## src/rtl/mips_mc_controller.sv

```systemverilog
`default_nettype none
// ============================================================================
// Module      : mips_mc_controller
// Description : Multicycle Moore sequencer for a shared-ALU, single-memory-
//               port MIPS datapath. Decodes the latched op/funct fields and
//               drives every mux select, write strobe and ALU operation.
//               Covers lw, sw, R-type (add, sub, and, or, slt, sll, srl, jr),
//               addi, beq, bne, j and jal. Stalls on mem_ready in FETCH,
//               MEMRD and MEMWR.
// Ports       : clk, reset (sync, active-low)
//               op, funct      - instruction fields from the IR
//               cond           - branch-taken condition from datapath
//               mem_ready      - memory completes current access this cycle
//               pcen, iord, mem_req, memwrite, irwrite, regwrite, regdst,
//               memtoreg, jal, alusrca, alusrcb, alucontrol, pcsrc, beqbne
//                              - datapath controls
//               instr_done     - pulse in the final state of an instruction
//               illegal        - pulse in ILLEGAL
//               state          - current state (debug)
// Revision    : 1.0 - initial release
// ============================================================================
module mips_mc_controller #(
    parameter bit STRICT_DECODE = 1'b1
) (
    input  logic       clk,
    input  logic       reset,
    input  logic [5:0] op,
    input  logic [5:0] funct,
    input  logic       cond,
    input  logic       mem_ready,
    output logic       pcen,
    output logic       iord,
    output logic       mem_req,
    output logic       memwrite,
    output logic       irwrite,
    output logic       regwrite,
    output logic       regdst,
    output logic       memtoreg,
    output logic       jal,
    output logic       alusrca,
    output logic [1:0] alusrcb,
    output logic [2:0] alucontrol,
    output logic [1:0] pcsrc,
    output logic       beqbne,
    output logic       instr_done,
    output logic       illegal,
    output logic [3:0] state
);

    typedef enum logic [3:0] {
        S_FETCH   = 4'd0,
        S_DECODE  = 4'd1,
        S_MEMADR  = 4'd2,
        S_MEMRD   = 4'd3,
        S_MEMWB   = 4'd4,
        S_MEMWR   = 4'd5,
        S_RTYPEEX = 4'd6,
        S_RTYPEWB = 4'd7,
        S_BRANCH  = 4'd8,
        S_ADDIEX  = 4'd9,
        S_ADDIWB  = 4'd10,
        S_JUMP    = 4'd11,
        S_JAL     = 4'd12,
        S_JR      = 4'd13,
        S_ILLEGAL = 4'd14
    } state_t;

    localparam logic [5:0] c_OP_RTYPE = 6'b000000;
    localparam logic [5:0] c_OP_LW    = 6'b100011;
    localparam logic [5:0] c_OP_SW    = 6'b101011;
    localparam logic [5:0] c_OP_ADDI  = 6'b001000;
    localparam logic [5:0] c_OP_BEQ   = 6'b000100;
    localparam logic [5:0] c_OP_BNE   = 6'b000101;
    localparam logic [5:0] c_OP_J     = 6'b000010;
    localparam logic [5:0] c_OP_JAL   = 6'b000011;
    localparam logic [5:0] c_FN_JR    = 6'b001000;

    // Unknown encodings either trap or fall back to FETCH as a NOP.
    localparam state_t c_BAD_NEXT = STRICT_DECODE ? S_ILLEGAL : S_FETCH;

    state_t     r_state;
    state_t     w_next_state;
    logic       w_funct_valid;
    logic [2:0] w_rtype_alu;

    // ALU operation for the supported R-type functs; w_funct_valid flags them.
    always_comb begin
        w_funct_valid = 1'b1;
        w_rtype_alu   = 3'b010;
        case (funct)
            6'b100000: w_rtype_alu = 3'b010;
            6'b100010: w_rtype_alu = 3'b110;
            6'b100100: w_rtype_alu = 3'b000;
            6'b100101: w_rtype_alu = 3'b001;
            6'b101010: w_rtype_alu = 3'b111;
            6'b000000: w_rtype_alu = 3'b011;
            6'b000010: w_rtype_alu = 3'b100;
            default:   w_funct_valid = 1'b0;
        endcase
    end

    always_ff @(posedge clk) begin
        if (!reset) begin
            r_state <= S_FETCH;
        end else begin
            r_state <= w_next_state;
        end
    end

    always_comb begin
        w_next_state = S_FETCH;
        pcen         = 1'b0;
        iord         = 1'b0;
        mem_req      = 1'b0;
        memwrite     = 1'b0;
        irwrite      = 1'b0;
        regwrite     = 1'b0;
        regdst       = 1'b0;
        memtoreg     = 1'b0;
        jal          = 1'b0;
        alusrca      = 1'b0;
        alusrcb      = 2'b00;
        alucontrol   = 3'b000;
        pcsrc        = 2'b00;
        beqbne       = 1'b0;
        instr_done   = 1'b0;
        illegal      = 1'b0;

        case (r_state)
            S_FETCH: begin
                mem_req      = 1'b1;
                alusrcb      = 2'b01;
                alucontrol   = 3'b010;
                irwrite      = mem_ready;
                pcen         = mem_ready;
                w_next_state = mem_ready ? S_DECODE : S_FETCH;
            end
            S_DECODE: begin
                // Precompute the branch target into ALUOut.
                alusrcb    = 2'b11;
                alucontrol = 3'b010;
                case (op)
                    c_OP_LW, c_OP_SW:   w_next_state = S_MEMADR;
                    c_OP_RTYPE: begin
                        if (funct == c_FN_JR)   w_next_state = S_JR;
                        else if (w_funct_valid) w_next_state = S_RTYPEEX;
                        else                    w_next_state = c_BAD_NEXT;
                    end
                    c_OP_ADDI:          w_next_state = S_ADDIEX;
                    c_OP_BEQ, c_OP_BNE: w_next_state = S_BRANCH;
                    c_OP_J:             w_next_state = S_JUMP;
                    c_OP_JAL:           w_next_state = S_JAL;
                    default:            w_next_state = c_BAD_NEXT;
                endcase
            end
            S_MEMADR: begin
                alusrca      = 1'b1;
                alusrcb      = 2'b10;
                alucontrol   = 3'b010;
                w_next_state = (op == c_OP_SW) ? S_MEMWR : S_MEMRD;
            end
            S_MEMRD: begin
                mem_req      = 1'b1;
                iord         = 1'b1;
                w_next_state = mem_ready ? S_MEMWB : S_MEMRD;
            end
            S_MEMWB: begin
                regwrite   = 1'b1;
                memtoreg   = 1'b1;
                instr_done = 1'b1;
            end
            S_MEMWR: begin
                mem_req      = 1'b1;
                memwrite     = 1'b1;
                iord         = 1'b1;
                instr_done   = mem_ready;
                w_next_state = mem_ready ? S_FETCH : S_MEMWR;
            end
            S_RTYPEEX: begin
                alusrca      = 1'b1;
                alucontrol   = w_rtype_alu;
                w_next_state = S_RTYPEWB;
            end
            S_RTYPEWB: begin
                regwrite   = 1'b1;
                regdst     = 1'b1;
                instr_done = 1'b1;
            end
            S_BRANCH: begin
                alusrca    = 1'b1;
                alucontrol = 3'b110;
                pcsrc      = 2'b01;
                beqbne     = op[0];
                pcen       = cond;
                instr_done = 1'b1;
            end
            S_ADDIEX: begin
                alusrca      = 1'b1;
                alusrcb      = 2'b10;
                alucontrol   = 3'b010;
                w_next_state = S_ADDIWB;
            end
            S_ADDIWB: begin
                regwrite   = 1'b1;
                instr_done = 1'b1;
            end
            S_JUMP: begin
                pcsrc      = 2'b10;
                pcen       = 1'b1;
                instr_done = 1'b1;
            end
            S_JAL: begin
                // PC already holds PC+4, which becomes the link value.
                pcsrc      = 2'b10;
                pcen       = 1'b1;
                regwrite   = 1'b1;
                jal        = 1'b1;
                instr_done = 1'b1;
            end
            S_JR: begin
                pcsrc      = 2'b11;
                pcen       = 1'b1;
                instr_done = 1'b1;
            end
            S_ILLEGAL: begin
                illegal = 1'b1;
            end
            default: w_next_state = S_FETCH;
        endcase

        // No side effects may escape while reset is held.
        if (!reset) begin
            pcen       = 1'b0;
            irwrite    = 1'b0;
            memwrite   = 1'b0;
            regwrite   = 1'b0;
            mem_req    = 1'b0;
            instr_done = 1'b0;
            illegal    = 1'b0;
        end
    end

    assign state = r_state;

endmodule
`default_nettype wire

```

## config.mk

```make
export PLATFORM = sky130hd
export DESIGN_NAME = mips_mc_controller
export DESIGN_NICKNAME = d
export VERILOG_FILES = /design/src/rtl/mips_mc_controller.sv
export SDC_FILE = /design/constraint.sdc
export NUM_CORES = 1
export LEC_CHECK = 0
export BUFFER_PORTS_ARGS = -buffer_cell sky130_fd_sc_hd__buf_2
export CAP_MARGIN = 20
export CORE_MARGIN = 2
export CORE_UTILIZATION = 46
export DETAILED_ROUTE_END_ITERATION = 7
export PLACE_DENSITY_LB_ADDON = 0.3
export RECOVER_POWER = 100
export REMOVE_ABC_BUFFERS = 1
export SLEW_MARGIN = 20
export SYNTH_ARGS = -nofsm -noshare
export SYNTH_HDL_FRONTEND = slang
export SYNTH_SLANG_ARGS = --single-unit
export TNS_END_PERCENT = 50
```

## constraint.sdc

```tcl
create_clock -name clk -period 3.4 [get_ports clk]
set_input_delay 0.34 -clock clk [delete_from_list [all_inputs] [get_ports clk]]
set_output_delay 0.34 -clock clk [all_outputs]
set_load 0.02 [all_outputs]
```

==> reports/metrics.cfg <==
[clock_tree]
clk_pin_slew_ns=0.03
cts_sinks=4
cts_tree=built
clk-insertion-delay-late_ns=0.24
post-cts-setup-buffers=0
htreeDepth=1
cts_buffers=3
cts_hold_buf=0
post_cts_resized=0
cts_root_buffer=clkbuf_4
clk_path_buf_depth=2

[die]
die_x_um=45
rows=14
dieArea_mm2=0.00203
ioPinCount=40
start_util_pct=50.2
core_mm2=0.00154
die_h_um=45

[synthesis]
synth.most_common_cell=nor2_1
yosys_warnings=0
ys.flop_type=dfxtp_1
synth.top_cells.by_count=nor2_1 (23), a21oi_1 (14), nand2_1 (12)
synthTopCellsByArea=nor2_1 (11%), dfxtp_1 (10%), a21oi_1 (9.1%)
yosysTopAreaCell=nor2_1
synth_edf_count=0
synthCells=132
yosysSeqAreaShare_pct=10.4
ys_seq_elements=4
syn-mean-instance-area_um2=5.86
synth_area_um2=773
async_flop_share_pct=0
yosys.area.top_type_share_pct=11.2
ys_types=39

[sta]
finalHoldViolations=0
setup_tns_ns=0
timing.final.crit_period_ns=2.46
maxSlewViolCount=0
clock_skew_ns=0.00539
finalCritPeriodShare_pct=72.3
rsz0062_at_grt=no
worst_pin_slew_ns=0.776
maxSlewHeadroom_pct=48.2
fmax_mhz=407
finalSetupViolCount=0

[setup_path]
critPathMaxFanout=14
crit_slowest_cell=dfxtp_1
path_depth=5
crit_type=reg2out
required_ns=3.06
start_kind=register
end_kind=primary output
crit_family=flip-flops
timing.critical_path.buf_inv=2
cp_cell_sequence=clkbuf_1, nand2b_1, or2_0, a21oi_1, clkbuf_1
cp_common_cell=clkbuf_1
worst_path_largest_cell_delay_ns=0.62
cp.arrival_ns=2.12
r2r_cells=5

[global_route]
grt_usage_pct=21.3
antenna_found_initial=0
overflow=0
first_global_vias=789
grt_max_degree=25
grt_pass1_wl_um=3330

[layout]
finish.utilization_pct=61.5
final_cell_area_um2=948
drive_gt1_share_pct=13.2
diodes=0
largest_reg_flops=4
fin_cells=183
syn2layout_area_growth_pct=22.7
finalNetCount=185

[detailed_routing]
drt-total-wl_um=2250
drt_pass1_iterations=4
num_vias=1095
drt-initial-drc-count=31
vias_per_cell=5.98
wl_per_cell_um=12.3
postRouteAntennaNets=0
remaining_drc_errors=0

[place]
placed_cell_area_um2=966
io_buffers=39
dp_hpwl_um=1670
place.gp.congestion=0.821
place_inst=180

[min_path]
min_path_type=in2reg
hold_depth=3

[power_and_ir_drop]
ir_worst_vdd_uv=233
power.density_mw_per_mm2=474
leakage_nw=0.348

[flow_run]
cap_viol_max_count=0

[status]
status=completed

[through the flow]
stage	hold WS, ns	total power [W]	worst slack, ns
after CTS	0.425	0.000462	1.11
after global placement	0.679	0.000397	1.44
final	0.425	0.000450	0.941
after floorplan	0.489	0.000300	1.34
after detailed placement	0.668	0.000402	1.37
after global routing	0.445	0.000488	0.822
[final timing paths]
kind                 start          to  slack (ns)
setup / recovery  state[1]  alusrcb[1]        0.94
hold / removal       reset    state[3]        0.42
setup reg to reg  state[1]    state[1]        1.45
hold reg to reg   state[0]    state[1]        0.79
[layer usage]
metal | vias up | wire length [um] | track usage (%)
met5 | - | 0 | 0
met4 | 0 | 4 | 4.12
met3 | 2 | 198 | 2.80
met2 | 51 | 1020 | 34.6
met1 | 492 | 1030 | 30.2
li1 | 550 | - | -
[cell usage in the layout (no fill, tap or decap), drive strengths merged, types with 2 or more instances in the layout]
cell	netlist	layout
buf	0	15
nor3	11	11
and3b	2	2
a21oi	14	14
a31oi	3	3
or2	2	2
nor4	4	4
a31o	2	2
nor2	23	23
nor2b	4	4
inv	5	5
nand3	3	3
and2	2	2
nand2b	7	7
dfxtp	4	4
clkbuf	8	28
nand2	12	12
or3	2	2
xnor2	2	2
o21ai	9	9
[power by group]
group / leakage [nW] / internal, W / switching [W] / total [W]
combinational: 0.302 / 0.000100 / 0.000182 / 0.000282
clock: 0.0138 / 0.0000395 / 0.0000207 / 0.0000602
sequential: 0.0327 / 0.0000576 / 0.0000498 / 0.000107
[kinds of logic after synthesis]
family                    share of synthesized area, %
xor gates and xnor gates                          3.40
and+or+nand+nor                                   52.1
buffers and inverters                             6.31
DFF                                               10.4
AOI/OAI and AO/OA                                 27.8
[worst min-delay path: cells and delay by family]
kind	cells	cell delay, ns
buffers and inverters	1	0.12
AND/OR/NAND/NOR	2	0.14
[final cells by class]
class / count / area [um^2]
flip-flops and latches: 4 / 80.1
fillers: 178 / 593
inverters: 5 / 18.8
well taps: 16 / 20.0
multi-input cells: 115 / 638
repair buffers: 40 / 169
clock buffers: 3 / 22.5
Power figures use the tool's default switching activity.
